$ cat config.mk
export PLATFORM = sky130hd
export DESIGN_NAME = alu_mdu
export DESIGN_NICKNAME = d
export VERILOG_FILES = /design/src/rtl/alu_mdu.sv
export SDC_FILE = /design/constraint.sdc
export NUM_CORES = 1
export LEC_CHECK = 0
export BUFFER_PORTS_ARGS = -buffer_cell sky130_fd_sc_hd__buf_2
export CAP_MARGIN = 20
export CELL_PAD_IN_SITES_DETAIL_PLACEMENT = 1
export CELL_PAD_IN_SITES_GLOBAL_PLACEMENT = 1
export CORE_MARGIN = 1.5
export CORE_UTILIZATION = 40
export DETAILED_ROUTE_END_ITERATION = 16
export PLACE_DENSITY = 0.72
export SLEW_MARGIN = 10
export SYNTH_ARGS = -nofsm -noshare
export SYNTH_HDL_FRONTEND = slang
export SYNTH_SLANG_ARGS = --single-unit
$ cat constraint.sdc
create_clock -name clk -period 8.3 [get_ports clk]
set_input_delay 0.415 -clock clk [delete_from_list [all_inputs] [get_ports clk]]
set_output_delay 0.415 -clock clk [all_outputs]
set_load 0.05 [all_outputs]
$ cat src/rtl/alu_mdu.sv
// alu_mdu: handshaked ALU + iterative MUL/DIV (in: in_valid A B ALUControl out_ready; out: in_ready out_valid Result ResultHi Zero Overflow)
module alu_mdu #(
  parameter int WIDTH = 32,
  parameter int SHW = $clog2(WIDTH)
) (
  input  logic             clk,
  input  logic             rst,
  input  logic             in_valid,
  output logic             in_ready,
  input  logic [WIDTH-1:0] A,
  input  logic [WIDTH-1:0] B,
  input  logic [3:0]       ALUControl,
  output logic             out_valid,
  input  logic             out_ready,
  output logic [WIDTH-1:0] Result,
  output logic [WIDTH-1:0] ResultHi,
  output logic             Zero,
  output logic             Overflow
);
  localparam int M = WIDTH - 1;
  typedef enum logic [1:0] {IDLE, MUL, DIV, FIX} st_t;
  st_t st, nst;
  logic [WIDTH-1:0] hi, lo, rb, res, fres, fhi;
  logic [SHW-1:0] cnt;
  logic sa, sx, dv, ovf, fire, mdu;
  logic [WIDTH:0] madd, rs, dsub;
  logic [2*WIDTH-1:0] prod;
  assign in_ready = (st == IDLE) & (~out_valid | out_ready);
  assign fire = in_valid & in_ready;
  assign mdu = &ALUControl[3:2];
  assign madd = {1'b0, hi} + (lo[0] ? {1'b0, rb} : '0);
  assign rs = {hi, lo[M]};
  assign dsub = rs - {1'b0, rb};
  assign prod = sx ? -{hi, lo} : {hi, lo};
  assign fres = dv ? ((sx & |rb) ? -lo : lo) : prod[M:0];
  assign fhi = dv ? (sa ? -hi : hi) : prod[2*WIDTH-1:WIDTH];
  always_comb begin
    res = '0;
    ovf = 1'b0;
    case (ALUControl)
      4'b0000: begin
        res = A + B;
        ovf = (A[M] == B[M]) & (res[M] != A[M]);
      end
      4'b0001: begin
        res = A - B;
        ovf = (A[M] != B[M]) & (res[M] != A[M]);
      end
      4'b0010: res = A & B;
      4'b0011: res = A | B;
      4'b0100: res = A ^ B;
      4'b0101: res = WIDTH'($signed(A) < $signed(B));
      4'b0110: res = WIDTH'(A < B);
      4'b0111: res = ~(A | B);
      4'b1000: res = A << B[SHW-1:0];
      4'b1001: res = A >> B[SHW-1:0];
      4'b1010: res = $signed(A) >>> B[SHW-1:0];
      default: res = '0;
    endcase
  end
  always_comb begin
    nst = st;
    nst = (st == IDLE) ? ((fire & mdu) ? (ALUControl[1] ? DIV : MUL) : IDLE) :
          (st == FIX) ? IDLE :
          (cnt == SHW'(WIDTH - 1)) ? FIX : st;
  end
  always_ff @(posedge clk or negedge rst)
    if (!rst) st <= IDLE;
    else st <= nst;
  always_ff @(posedge clk or negedge rst) begin
    if (!rst) begin
      hi <= '0;
      lo <= '0;
      rb <= '0;
      cnt <= '0;
      sa <= 1'b0;
      sx <= 1'b0;
      dv <= 1'b0;
    end else if (fire) begin
      hi <= '0;
      lo <= (ALUControl[0] & A[M]) ? -A : A;
      rb <= (ALUControl[0] & B[M]) ? -B : B;
      cnt <= '0;
      sa <= ALUControl[0] & A[M];
      sx <= ALUControl[0] & (A[M] ^ B[M]);
      dv <= ALUControl[1];
    end else if (st == MUL) begin
      cnt <= cnt + 1'b1;
      hi <= madd[WIDTH:1];
      lo <= {madd[0], lo[M:1]};
    end else if (st == DIV) begin
      cnt <= cnt + 1'b1;
      hi <= dsub[WIDTH] ? rs[M:0] : dsub[M:0];
      lo <= {lo[M-1:0], ~dsub[WIDTH]};
    end
  end
  always_ff @(posedge clk or negedge rst) begin
    if (!rst) begin
      out_valid <= 1'b0;
      Result <= '0;
      ResultHi <= '0;
      Zero <= 1'b0;
      Overflow <= 1'b0;
    end else if (fire & ~mdu) begin
      out_valid <= 1'b1;
      Result <= res;
      ResultHi <= '0;
      Zero <= res == '0;
      Overflow <= ovf;
    end else if (st == FIX) begin
      out_valid <= 1'b1;
      Result <= fres;
      ResultHi <= fhi;
      Zero <= fres == '0;
      Overflow <= 1'b0;
    end else if (out_ready) begin
      out_valid <= 1'b0;
    end
  end
endmodule

# == After elaboration in Yosys (flattened, before gate mapping) ==
# Cells that the tools add are included.
# totals
elab_cells,111
out_inout_bits,68
ff_bits,173
in_bits,72
# classes
bitwise,19
n_eq_ne,18
n_lt_le_gt_ge,2
n_addsub,10
n_shift,3
n_mux,36
n_reduce_logical,10
# op_table
cell,n
$mux 32,18
$pmux 32 s11,1
$neg 32->32,4
$logic_not 32->1,2
$lt 32x32->1,2
$mux 64,1
$neg 64->64,1
$add 32x32->33,1
$sub 33x32->33,1
$add 32x32->32,1
$and 32x32->32,1
$not 32->32,1
$or 32x32->32,1
$reduce_or 32->1,1
$shl 32x5->32,1
$shr 32x5->32,1
$sshr 32x5->32,1
$sub 32x32->32,1
$xor 32x32->32,1
$eq 4x3->1 const B,4
$mux 5,3
$eq 4x4->1 const B,3
$and 1x1->1,10
$mux 2,5
18 further kinds,32

# == Depth between registers and ports, before layout ==
# logic_depth
word_depth,7
mapped_depth,19
ltp_nobuf,17

# == Least setup slack after synthesis ==
# Ideal clock, no wire load.
# synth_timing
path_kind,input -> register
from,input port B[2]
to,register Zero
required_ns,8.220
path_stages,19
arrival_time_ns,4.632
setup_ns,0.080
slack_ns,3.588
path_buffers,4
path_cell_list,buf_4 -> buf_6 -> inv_1 -> buf_2 -> buf_2 -> ha_1 -> nand2b_1 -> a2111o_1 -> a31oi_1 -> o211ai_1 -> a211oi_1 -> o21ai_0 -> and2_1 -> a21oi_1 -> nor3_1 -> or4_1 -> or4_1 -> nand4bb_1 -> o211ai_2
# synth_between
elab_chain_len,5
word_cells_on_any_way,14
cone_classes,add/sub: 2; order compare: 2; shift: 3; mux: 2; bitwise: 4; reduce/logical: 1
# synth_rtl
element,line,source
"start, declared",11,"input logic [WIDTH-1:0] B,"
"parallel branches: the longest is 2 deep, another holds $sub 32x32->32",--,
$pmux 32 s11 *,40,case (ALUControl)
$logic_not 32->1 *,108,Zero <= res == '0;
$mux 1 *,104,end else if (fire & ~mdu) begin
"end signal, assigned",102,Zero <= 1'b0;
"end signal, assigned",108,
"end signal, assigned",114,Zero <= fres == '0;
"end, declared",17,"output logic Zero,"
# Mark *: on every way between the ends.
# A chain may end at the register's enable or synchronous reset.

# == Final worst setup path ==
# layout_timing
from,register lo[31]
to,register hi[28]
# layout_between
elab_chain_len,5
# layout_rtl
element,line,source
"start, declared",23,"logic [WIDTH-1:0] hi, lo, rb, res, fres, fhi;"
"start signal, assigned",81,lo <= (ALUControl[0] & A[M]) ? -A : A;
"start signal, assigned",90,"lo <= {madd[0], lo[M:1]};"
"start signal, assigned",94,"lo <= {lo[M-1:0], ~dsub[WIDTH]};"
$sub 33x32->33,33,"assign dsub = rs - {1'b0, rb};"
$mux 32,93,hi <= dsub[WIDTH] ? rs[M:0] : dsub[M:0];
$mux 32,91,end else if (st == DIV) begin
$mux 32,87,end else if (st == MUL) begin
$mux 32,79,end else if (fire) begin
"end signal, assigned",89,hi <= madd[WIDTH:1];
"end signal, assigned",93,
"end, declared",23,
# Every way passes these cells. The select of a mux whose other input is x is not followed.

==> results.md <==
* IO Pins at 140
* GR Overflow Total at 0
* Layout cells sized above 1 at 0.110
* Worst min path class: primary input to async pin
* Final setup margin at 2610 ps
* Clk root buf: clkbuf_16
* Final Power at 9030 uW
* Maximum vdd drop at 0.393 mV
* Async SR Flop Fraction at 1.00
* Clock transition at the registers of the reported paths at ~80 ps
* I/O Buffers at 139
* # nets final at 3373
* Startpoint Class: flip-flop
* Main synth FF type: dfrtp_1
* GRT Resource Usage Total at 0.422
* Core box area at 59000 um^2
* Fin crit share at 0.685
* Crit path time final at approximately 5700 ps
* DR iter-0 viols at 2706
* DR pass1 iterations at 5
* Synth area leaders: dfrtp_1 (18%), ha_1 (9.3%), mux2i_1 (5.4%), nor2_1 (5.3%), mux4_2 (5.1%)
* Post_cts resized at 0
* Worst path arrival time at 6040 ps
* RSZ-0062 raised after global routing: no
* Largest net degree at the start of global routing at 113
* Wire length per cell at 33.6 um
* Maximum achievable frequency at 176 MHz
* Antenna violation net count after detailed routing at 0
* Endpoints failing hold at 0
* Power per standard cell area at 352 nW/um^2
* Worst path cell trace: inv_1 > ha_1 > inv_1 > fa_1 > a211oi_1 > o21bai_1 > a21oi_1 > o21ai_1 > a311oi_1 > o31ai_1 > a21oi_1 > a21oi_1 > a221oi_1 > xnor2_2 > buf_4 > mux2i_1 > o21ai_1 > a32o_1
* Synth warnings at 0
* Global-route wire length before repair at approximately 190 mm
* CP max stage cell: a311oi_1
* Hold-fix buffers, CTS at 0
* Deepest clock path buffer count at 2
* Pleak at 0.0109 uW
* CP peak stage delay at 850 ps
* Die area at approximately 61000 um^2
* Die height at 247 um
* Outcome: completed
* Post-synthesis cell count at about 3.1k
* Initial Util at 0.405
* Setup Buffers After CTS at 0
* Synth top area share at 0.181
* Most frequent cells in the layout: nor2_1 (339), nand2_1 (281), o21ai_0 (232)
* Slew HR at 0.183
* Pins Over Slew Limit at 0
* Dominant delay contributor by cell family on the critical path: compound AO/OA/AOI/OAI gates
* Synth-to-Final Area Change at 7.51%
* DR vias at 26.6k
* CP Class: flip-flop to flip-flop
* Setup_tns at 0 ps
* Buffers plus inverters on the worst setup path at 3
* Final setup vio count at 0
* Row count at 89
* Die span in x at between 200 and 250 um
* Remaining DRCs at 0
* Layout Skew at 14.2 ps
* TritonCTS Buffers at 17
* Vias in the first global route at roughly 27k
* Num Clock Sinks at between 150 and 200
* Crit-path max FO at 23
* Maxcap violations at 0
* Top cell type by total area after synthesis: dfrtp_1
* Crit-path most repeated cell: a21oi_1
* Syn Std Cell Area at 23900 um^2
* Via/cell ratio at 6.80
* Final wirelength at roughly 130 mm
* CTS tree: yes
* Place WS at between 2000 and 2500 ps
* H-tree lvl count at 4
* Worst EP required at around 8700 ps
* Least-Margin Pin Slew at 1220 ps
* Flops & latches, synth at between 150 and 200
* Initial antenna violation count at 10
* Register area share after synthesis at 0.181
* CP endpoint kind: flip-flop
* Syn_nets at 3397
* Worst-Skew Late Latency at 470 ps
* Mean Syn Cell Area at 7.60 um^2
* Post-DP HPWL at approximately 100 mm
* Post-synth EDFFs at 0
* Post-synth cell types at 95
* GPL Wtd Cong at 1.15
* Commonest non-fill, non-tap cell in the layout: nor2_1
* Final core utilization at 0.435
## report_power, final
group	internal, uW	total, uW	switching, uW
Combinational	2180	6320	4140
Sequential	1260	1870	611
Clock	419	840	421
Total	3860	9030	5170
## metal layers
layer	wire, um	up-vias	track usage
met5	48	-	0
met4	10300	8	0.287
met3	9770	372	0.0701
met2	59900	1290	0.688
met1	51100	13400	0.510
li1	-	11500	-
## layout make-up
cell class | instances | area, um^2
Multi-Input combinational cell | 2566 | 18000
Antenna cell | 3 | 7.51
Inverter | 160 | 601
Clock buffer | 19 | 453
Timing Repair Buffer | 201 | 1180
Fill cell | 7349 | 33300
Tap cell | 773 | 967
Sequential cell | 173 | 4330
Clock inverter | 13 | 146
## state kept, by name (all words and copies together), names as in the netlist
signal     cells
sa             1
lo            32
rb            32
sx             1
out_valid      1
dv             1
ResultHi      32
Overflow       1
Result        32
hi            32
st             2
Zero           1
cnt            5
## cells in the mapped netlist, types with 53 or more instances
cell type    n
nor2_1     340
nand2_1    282
o21ai_0    232
a21oi_1    222
ha_1       178
dfrtp_1    173
clkbuf_1   171
inv_1      157
mux2i_1    129
xnor2_1    121
a211oi_1    84
nor3_1      71
xor2_1      71
mux4_2      54
a21o_1      53
## logic make-up (layout without fill, tap and decap cells)
group / Yosys count / after routing / share of synthesized area
adder cells (fa/ha/maj): 182 / 182 / 0.0966
other: 0 / 3 / 0
buffers and inverters: 404 / 393 / 0.0689
flip-flops: 173 / 173 / 0.181
multiplexers: 202 / 202 / 0.114
AO/OA/AOI/OAI: 1014 / 1014 / 0.280
XOR/XNOR: 192 / 192 / 0.0704
AND/OR/NAND/NOR: 976 / 976 / 0.189
## path summary, 6_finish.rpt
check	startpoint	to	slack [ps]	cells after the start
worst max-delay path	lo[31]	hi[28]	2610	18
worst min-delay path	rst	cnt[0]	80	1
worst max register to register	lo[31]	hi[28]	2610	18
worst min register to register	rb[11]	rb[11]	490	2
max in group asynchronous	rst	rb[15]	6720	2
min in group clk	out_ready	out_valid	240	3
## through the flow
stage	std cells	hold slack (ps)	instance area, um^2
detailed placement	3873	480	25100
finish	3908	77.2	25700
global placement	3872	465	25100
CTS	3905	112	25700
floorplan	3143	119	23900
global route	3905	144	25700
Note: power is estimated with default switching activity, not from simulation.
